File: src/rtl/uart_tx_word_queue_if.sv
// Producer and UART-side signal bundle for the word queue.
// slave is the queue's view; master is the driver/bench view.
interface uart_tx_word_queue_if #(
  parameter int DATA_W = 128
);
  logic              s_valid;
  logic [DATA_W-1:0] s_data;
  logic              s_ready;
  logic              en_tx;
  logic [DATA_W-1:0] data_in;
  logic              u_tx_done;

  modport master (
    output s_valid, s_data, u_tx_done,
    input  s_ready, en_tx, data_in
  );

  modport slave (
    input  s_valid, s_data, u_tx_done,
    output s_ready, en_tx, data_in
  );
endinterface

File: src/rtl/uart_tx_word_queue.sv
// Word FIFO feeding a 128-bit UART: launch, await done,
// then hold an idle gap before the next word.
module uart_tx_word_queue #(
  parameter int DATA_W  = 128,
  parameter int DEPTH   = 4,
  parameter int ADDR_W  = 2,
  parameter int GAP_CYC = 2
) (
  input  logic                clk,
  input  logic                rst,
  uart_tx_word_queue_if.slave bus,
  output logic [ADDR_W:0]     count,
  output logic                busy,
  output logic [15:0]         words_sent
);
  localparam int GW =
    (GAP_CYC > 1) ? $clog2(GAP_CYC) : 1;
  localparam logic [ADDR_W:0] FULL =
    (ADDR_W + 1)'(DEPTH);
  localparam logic [GW-1:0] GAP_LD =
    GW'(GAP_CYC - 1);

  typedef enum logic [1:0] {
    IDLE,
    SEND,
    DONE_WAIT,
    GAP
  } state_t;

  state_t state;
  state_t state_n;

  logic [DATA_W-1:0] mem [DEPTH];
  logic [ADDR_W-1:0] wr_ptr;
  logic [ADDR_W-1:0] rd_ptr;
  logic [GW-1:0]     gap_cnt;
  logic [GW-1:0]     gap_cnt_n;
  logic              push;
  logic              pop;

  // A full queue refuses pushes even when a pop
  // frees a slot on the same edge.
  assign bus.s_ready = count < FULL;
  assign busy        = state != IDLE;
  assign push        = bus.s_valid && bus.s_ready;
  assign pop         = (state == IDLE) && (count != '0);

  always_comb begin
    state_n   = state;
    gap_cnt_n = gap_cnt;
    unique case (state)
      IDLE: begin
        if (pop) state_n = SEND;
      end
      SEND: begin
        if (bus.u_tx_done) state_n = DONE_WAIT;
      end
      DONE_WAIT: begin
        if (!bus.u_tx_done) begin
          state_n   = GAP;
          gap_cnt_n = GAP_LD;
        end
      end
      GAP: begin
        if (gap_cnt == '0) state_n = IDLE;
        else gap_cnt_n = gap_cnt - 1'b1;
      end
      default: state_n = IDLE;
    endcase
  end

  always_ff @(posedge clk) begin
    if (push) mem[wr_ptr] <= bus.s_data;
  end

  always_ff @(posedge clk) begin
    if (rst) begin
      state       <= IDLE;
      gap_cnt     <= '0;
      bus.en_tx   <= 1'b0;
      bus.data_in <= '0;
      words_sent  <= '0;
      count       <= '0;
      wr_ptr      <= '0;
      rd_ptr      <= '0;
    end else begin
      state     <= state_n;
      gap_cnt   <= gap_cnt_n;
      bus.en_tx <= (state_n == SEND);
      if (pop) begin
        bus.data_in <= mem[rd_ptr];
        rd_ptr      <= rd_ptr + 1'b1;
      end
      if (push) wr_ptr <= wr_ptr + 1'b1;
      if (state == SEND && bus.u_tx_done)
        words_sent <= words_sent + 16'd1;
      unique case (1'b1)
        push && !pop: count <= count + 1'b1;
        pop && !push: count <= count - 1'b1;
        default: ;
      endcase
    end
  end
endmodule

File: src/flat_wrapper.sv
// flat-port wrapper written by rule: the top's interface ports become plain ports
module uart_tx_word_queue_flat 
#(
  parameter int DATA_W  = 128,
  parameter int DEPTH   = 4,
  parameter int ADDR_W  = 2,
  parameter int GAP_CYC = 2
)
  (clk, rst, count, busy, words_sent, bus_s_valid, bus_s_data, bus_u_tx_done, bus_s_ready, bus_en_tx, bus_data_in);
  uart_tx_word_queue_if #(.DATA_W(DATA_W)) bus_i ();
  input  logic clk;
  input  logic rst;
  output logic [ADDR_W:0] count;
  output logic busy;
  output logic [15:0] words_sent;
  input wire logic [$bits(bus_i.s_valid)-1:0] bus_s_valid;
  input wire logic [$bits(bus_i.s_data)-1:0] bus_s_data;
  input wire logic [$bits(bus_i.u_tx_done)-1:0] bus_u_tx_done;
  output wire logic [$bits(bus_i.s_ready)-1:0] bus_s_ready;
  output wire logic [$bits(bus_i.en_tx)-1:0] bus_en_tx;
  output wire logic [$bits(bus_i.data_in)-1:0] bus_data_in;
  assign bus_i.s_valid = bus_s_valid;
  assign bus_i.s_data = bus_s_data;
  assign bus_i.u_tx_done = bus_u_tx_done;
  assign bus_s_ready = bus_i.s_ready;
  assign bus_en_tx = bus_i.en_tx;
  assign bus_data_in = bus_i.data_in;
  uart_tx_word_queue #(.DATA_W(DATA_W), .DEPTH(DEPTH), .ADDR_W(ADDR_W), .GAP_CYC(GAP_CYC)) u_core (.clk(clk), .rst(rst), .bus(bus_i), .count(count), .busy(busy), .words_sent(words_sent));
endmodule
File: config.mk
export PLATFORM = sky130hd
export DESIGN_NAME = uart_tx_word_queue_flat
export DESIGN_NICKNAME = d
export VERILOG_FILES = /design/src/rtl/uart_tx_word_queue_if.sv /design/src/rtl/uart_tx_word_queue.sv /design/src/flat_wrapper.sv
export SDC_FILE = /design/constraint.sdc
export NUM_CORES = 1
export LEC_CHECK = 0
export CAP_MARGIN = 15
export CORE_AREA = 8 8 219 221
export DETAILED_ROUTE_END_ITERATION = 10
export DIE_AREA = 0 0 227 229
export GPL_ROUTABILITY_DRIVEN = 0
export PLACE_DENSITY = 0.88
export REMOVE_ABC_BUFFERS = 1
export SETUP_SLACK_MARGIN = 0.5
export SLEW_MARGIN = 20
export SYNTH_ARGS = -nofsm -noshare
export SYNTH_HDL_FRONTEND = slang
export SYNTH_SLANG_ARGS = --single-unit
File: constraint.sdc
create_clock -name clk -period 5.4 [get_ports clk]
set_input_delay 0.81 -clock clk [delete_from_list [all_inputs] [get_ports clk]]
set_output_delay 0.81 -clock clk [all_outputs]
set_load 0.005 [all_outputs]
==> flow_metrics.py <==
metrics = {
    "yosys": {
        "synth_xor_area_share_pct": 0.582,
        "synth-adder-area-share_pct": 0.395,
        "synthSimpleGateAreaFrac_pct": 5.49,
        "yosys_most_used_dff": "edfxtp_1",
        "synth_seq_cells": 667,
        "synthArstFlopShare_pct": 0,
        "syn-cell-area_mm2": 0.0241,
        "syn_inst": 1376,
        "syn_avg_cell_area_um2": 17.5,
        "synth_cell_type_count": 41,
        "synth_compound_area_share_pct": 3.04,
        "synth_seq_area_share_pct": 76.7,
        "synth-edff-count": 512,
        "synth_top_family_by_area": "multiplexers",
        "synth-warning-count": 0,
        "synthMuxAreaShare_pct": 12.0,
    },
    "sta": {
        "fin_crit_ns": 3.13,
        "relSlewSlack_pct": 27.9,
        "setup_viol": 0,
        "fin_skew_ns": 0.0294,
        "tns_ns": 0,
        "worstMarginPinSlew_ns": 1.08,
        "drv_slew": 0,
        "final_hold_viol_count": 0,
        "grt_setup_unrepaired": "no",
        "holdWs_ns": 0.454,
        "fin_crit_sh_pct": 58.0,
        "fmax_mhz": 319,
    },
    "clock_tree": {
        "clk_latency_ns": 0.62,
        "postCtsSetupBuffers": 0,
        "path_clk_slew_ns": 0.06,
        "cts_max_level": 2,
        "postCtsResizedCells": 0,
        "root_buffer": "clkbuf_16",
        "clkSinkCount": 667,
        "ctsHoldBuffers": 0,
        "cts_max_path_buffers": 3,
        "cts_buffers": 60,
        "cts_tree": "yes",
    },
    "power_and_ir_drop": {
        "sw_frac_of_total_pct": 28.1,
        "cellLeakagePower_uw": 0.00952,
        "power_density_mw_per_mm2": 512,
        "p_int_uw": 10900,
        "p_seq_share_pct": 45.9,
        "peakVddDrop_uv": 358,
        "p_switching_uw": 4250,
        "power_frac_clock_pct": 28.9,
        "pwr-share-comb_pct": 25.2,
    },
    "worst_setup_path": {
        "cp_data_arrival_time_ns": 3.65,
        "path_class": "reg -> reg",
        "end_kind": "register",
        "slowest_stage": "inv_4",
        "critPathMaxFanout": 50,
        "start_kind": "register",
        "cp_cell_sequence": "nor2_1, nand2b_4, inv_4, ha_1, inv_1, fa_1, xor2_1, or3_1, a21oi_1",
        "cp.required_ns": 5.92,
        "critPathMaxStageDelay_ns": 0.65,
    },
    "grt": {
        "track_usage_pct": 20.2,
        "grt_overflow": 0,
        "grt_antenna_before_repair": 7,
        "grt_pass1_wl_um": 80300,
        "grt_pass1_vias": 13800,
        "grt_max_degree": 106,
    },
    "place": {
        "port_buffers": 281,
        "dp_hpwl_um": 31600,
    },
    "floorplan": {
        "io_pins": 282,
        "initial_utilization_pct": 53.9,
        "core-area_mm2": 0.0447,
        "die_area_mm2": 0.0520,
        "num_rows": 78,
        "die_w_um": 227,
        "die_h_um": 229,
    },
    "routing": {
        "first_iter_violations": 1179,
        "post-route-drc-count": 0,
        "route.antenna.remaining_nets": 0,
        "dr.pass1.iters": 5,
        "routed_wl_um": 53300,
        "dr_total_vias": 13200,
        "post_drt_wl_per_cell_um": 23.1,
        "viasPerCell": 5.72,
    },
    "cells_and_area": {
        "postLayoutCoreUtil_pct": 66.2,
        "drive_gt1_share_pct": 14.5,
        "n_fill_cell": 2880,
        "area_growth_syn_to_layout_pct": 22.8,
        "nets": 1795,
    },
    "run": {
        "drv_cap": 0,
    },
    "status": {
        "outcome": "completed",
    },
    "worst_hold_path": {
        "worstHoldPathType": "reg -> reg",
    },
}
==> cells in the final DEF (no fill, tap or decap), drive strengths merged, types with 2 or more instances in the layout <==
cell,count
o21ai,3
inv,12
nand2b,3
clkinv,16
nor4,3
dfxtp,155
buf,17
diode,6
clkdlybuf4s50,280
xnor2,8
or3,3
clkinvlp,2
clkbuf,86
or4,2
nand3,3
and2,4
ha,6
a21oi,136
nor2,22
o31ai,2
xor2,8
nand2,264
mux4,128
bufinv,8
nand4,7
nor3,3
and3,2
edfxtp,512
==> cells in the mapped netlist, drive strengths merged, types with 4 or more instances <==
master / number / area share (%)
clkbuf: 33 / 0.51
inv: 10 / 0.16
buf: 46 / 1.1
xor2: 8 / 0.29
dfxtp: 155 / 13
nor2: 22 / 0.34
nand2: 264 / 4.1
xnor2: 8 / 0.29
ha: 6 / 0.31
a21oi: 136 / 2.8
and2: 4 / 0.10
mux4: 128 / 12
nand4: 7 / 0.18
edfxtp: 512 / 64
==> path summary, 6_finish.rpt <==
kind / slack, ns / cells after the start / endpoint / start
setup / recovery: 2.27 / 9 / u_core.count[2] / u_core.state[1]
hold / removal: 0.45 / 2 / u_core.bus.data_in[90] / u_core.bus.data_in[90]
setup reg to reg: 2.27 / 9 / u_core.count[2] / u_core.state[1]
hold reg to reg: 0.45 / 2 / u_core.bus.data_in[90] / u_core.bus.data_in[90]
==> cell families (layout without fill, tap and decap cells) <==
group	Yosys count	in the layout
xor+xnor	16	16
mux	129	129
fa+ha+maj	7	7
simple gates	324	324
flops	667	667
compound gates	144	144
buf+inv	89	421
other cells	0	6
==> power groups by stage <==
stage	combinational, uW	sequential (uW)	clock (uW)
2_1_floorplan	1990	7140	0
5_1_grt	4130	7030	4620
3_3_place_gp	3660	7020	0
4_1_cts	3830	7000	4450
3_5_place_dp	3770	7090	0
6_report	3820	6950	4380
==> through the flow <==
step / setup slack [ns] / total power, uW / instance area (um^2) / instances
after floorplan: -0.881 / 9130 / 23700 / 1297
after global placement: 1.97 / 10700 / 27500 / 2193
after detailed placement: 1.95 / 10900 / 27500 / 2193
after CTS: 2.26 / 15300 / 29500 / 2307
after global routing: 2.04 / 15800 / 29600 / 2313
final: 2.27 / 15100 / 29600 / 2314
==> registers in the layout (all words and copies together) (netlist names) <==
signal              count
u_core.wr_ptr           2
u_core.rd_ptr           2
u_core.count            3
u_core.words_sent      16
u_core.bus.en_tx        1
u_core.mem            512
u_core.gap_cnt          1
u_core.bus.data_in    128
u_core.state            2
==> area by class of cell <==
| type | instances | area (um^2) | area share (%) |
|---|---|---|---|
| antenna | 6 | 15.0 | 0.0508 |
| multi-input combinational | 620 | 5200 | 17.6 |
| sequential | 667 | 18500 | 62.5 |
| clock inverter | 28 | 349 | 1.18 |
| clock buffer | 86 | 1710 | 5.78 |
| inverter | 10 | 40.0 | 0.135 |
| tap | 600 | 751 | 2.54 |
| timing repair buffer | 297 | 3030 | 10.2 |
==> metal layers <==
layer | share of wire (%) | global-route usage [%]
met1 | 38 | 25.2
met2 | 51 | 34.2
met3 | 7.7 | 4.49
met4 | 3.1 | 7.60
met5 | 0.021 | 0
==> critical path: cells and delay by family, from the launching register on <==
kind,cells,cell delay (ns)
buf+inv,2,0.71
flops,1,0.38
compound gates,1,0.13
xor+xnor,1,0.16
simple gates,3,0.96
fa+ha+maj,2,0.68
No activity file was read; power rests on OpenSTA's default activity.
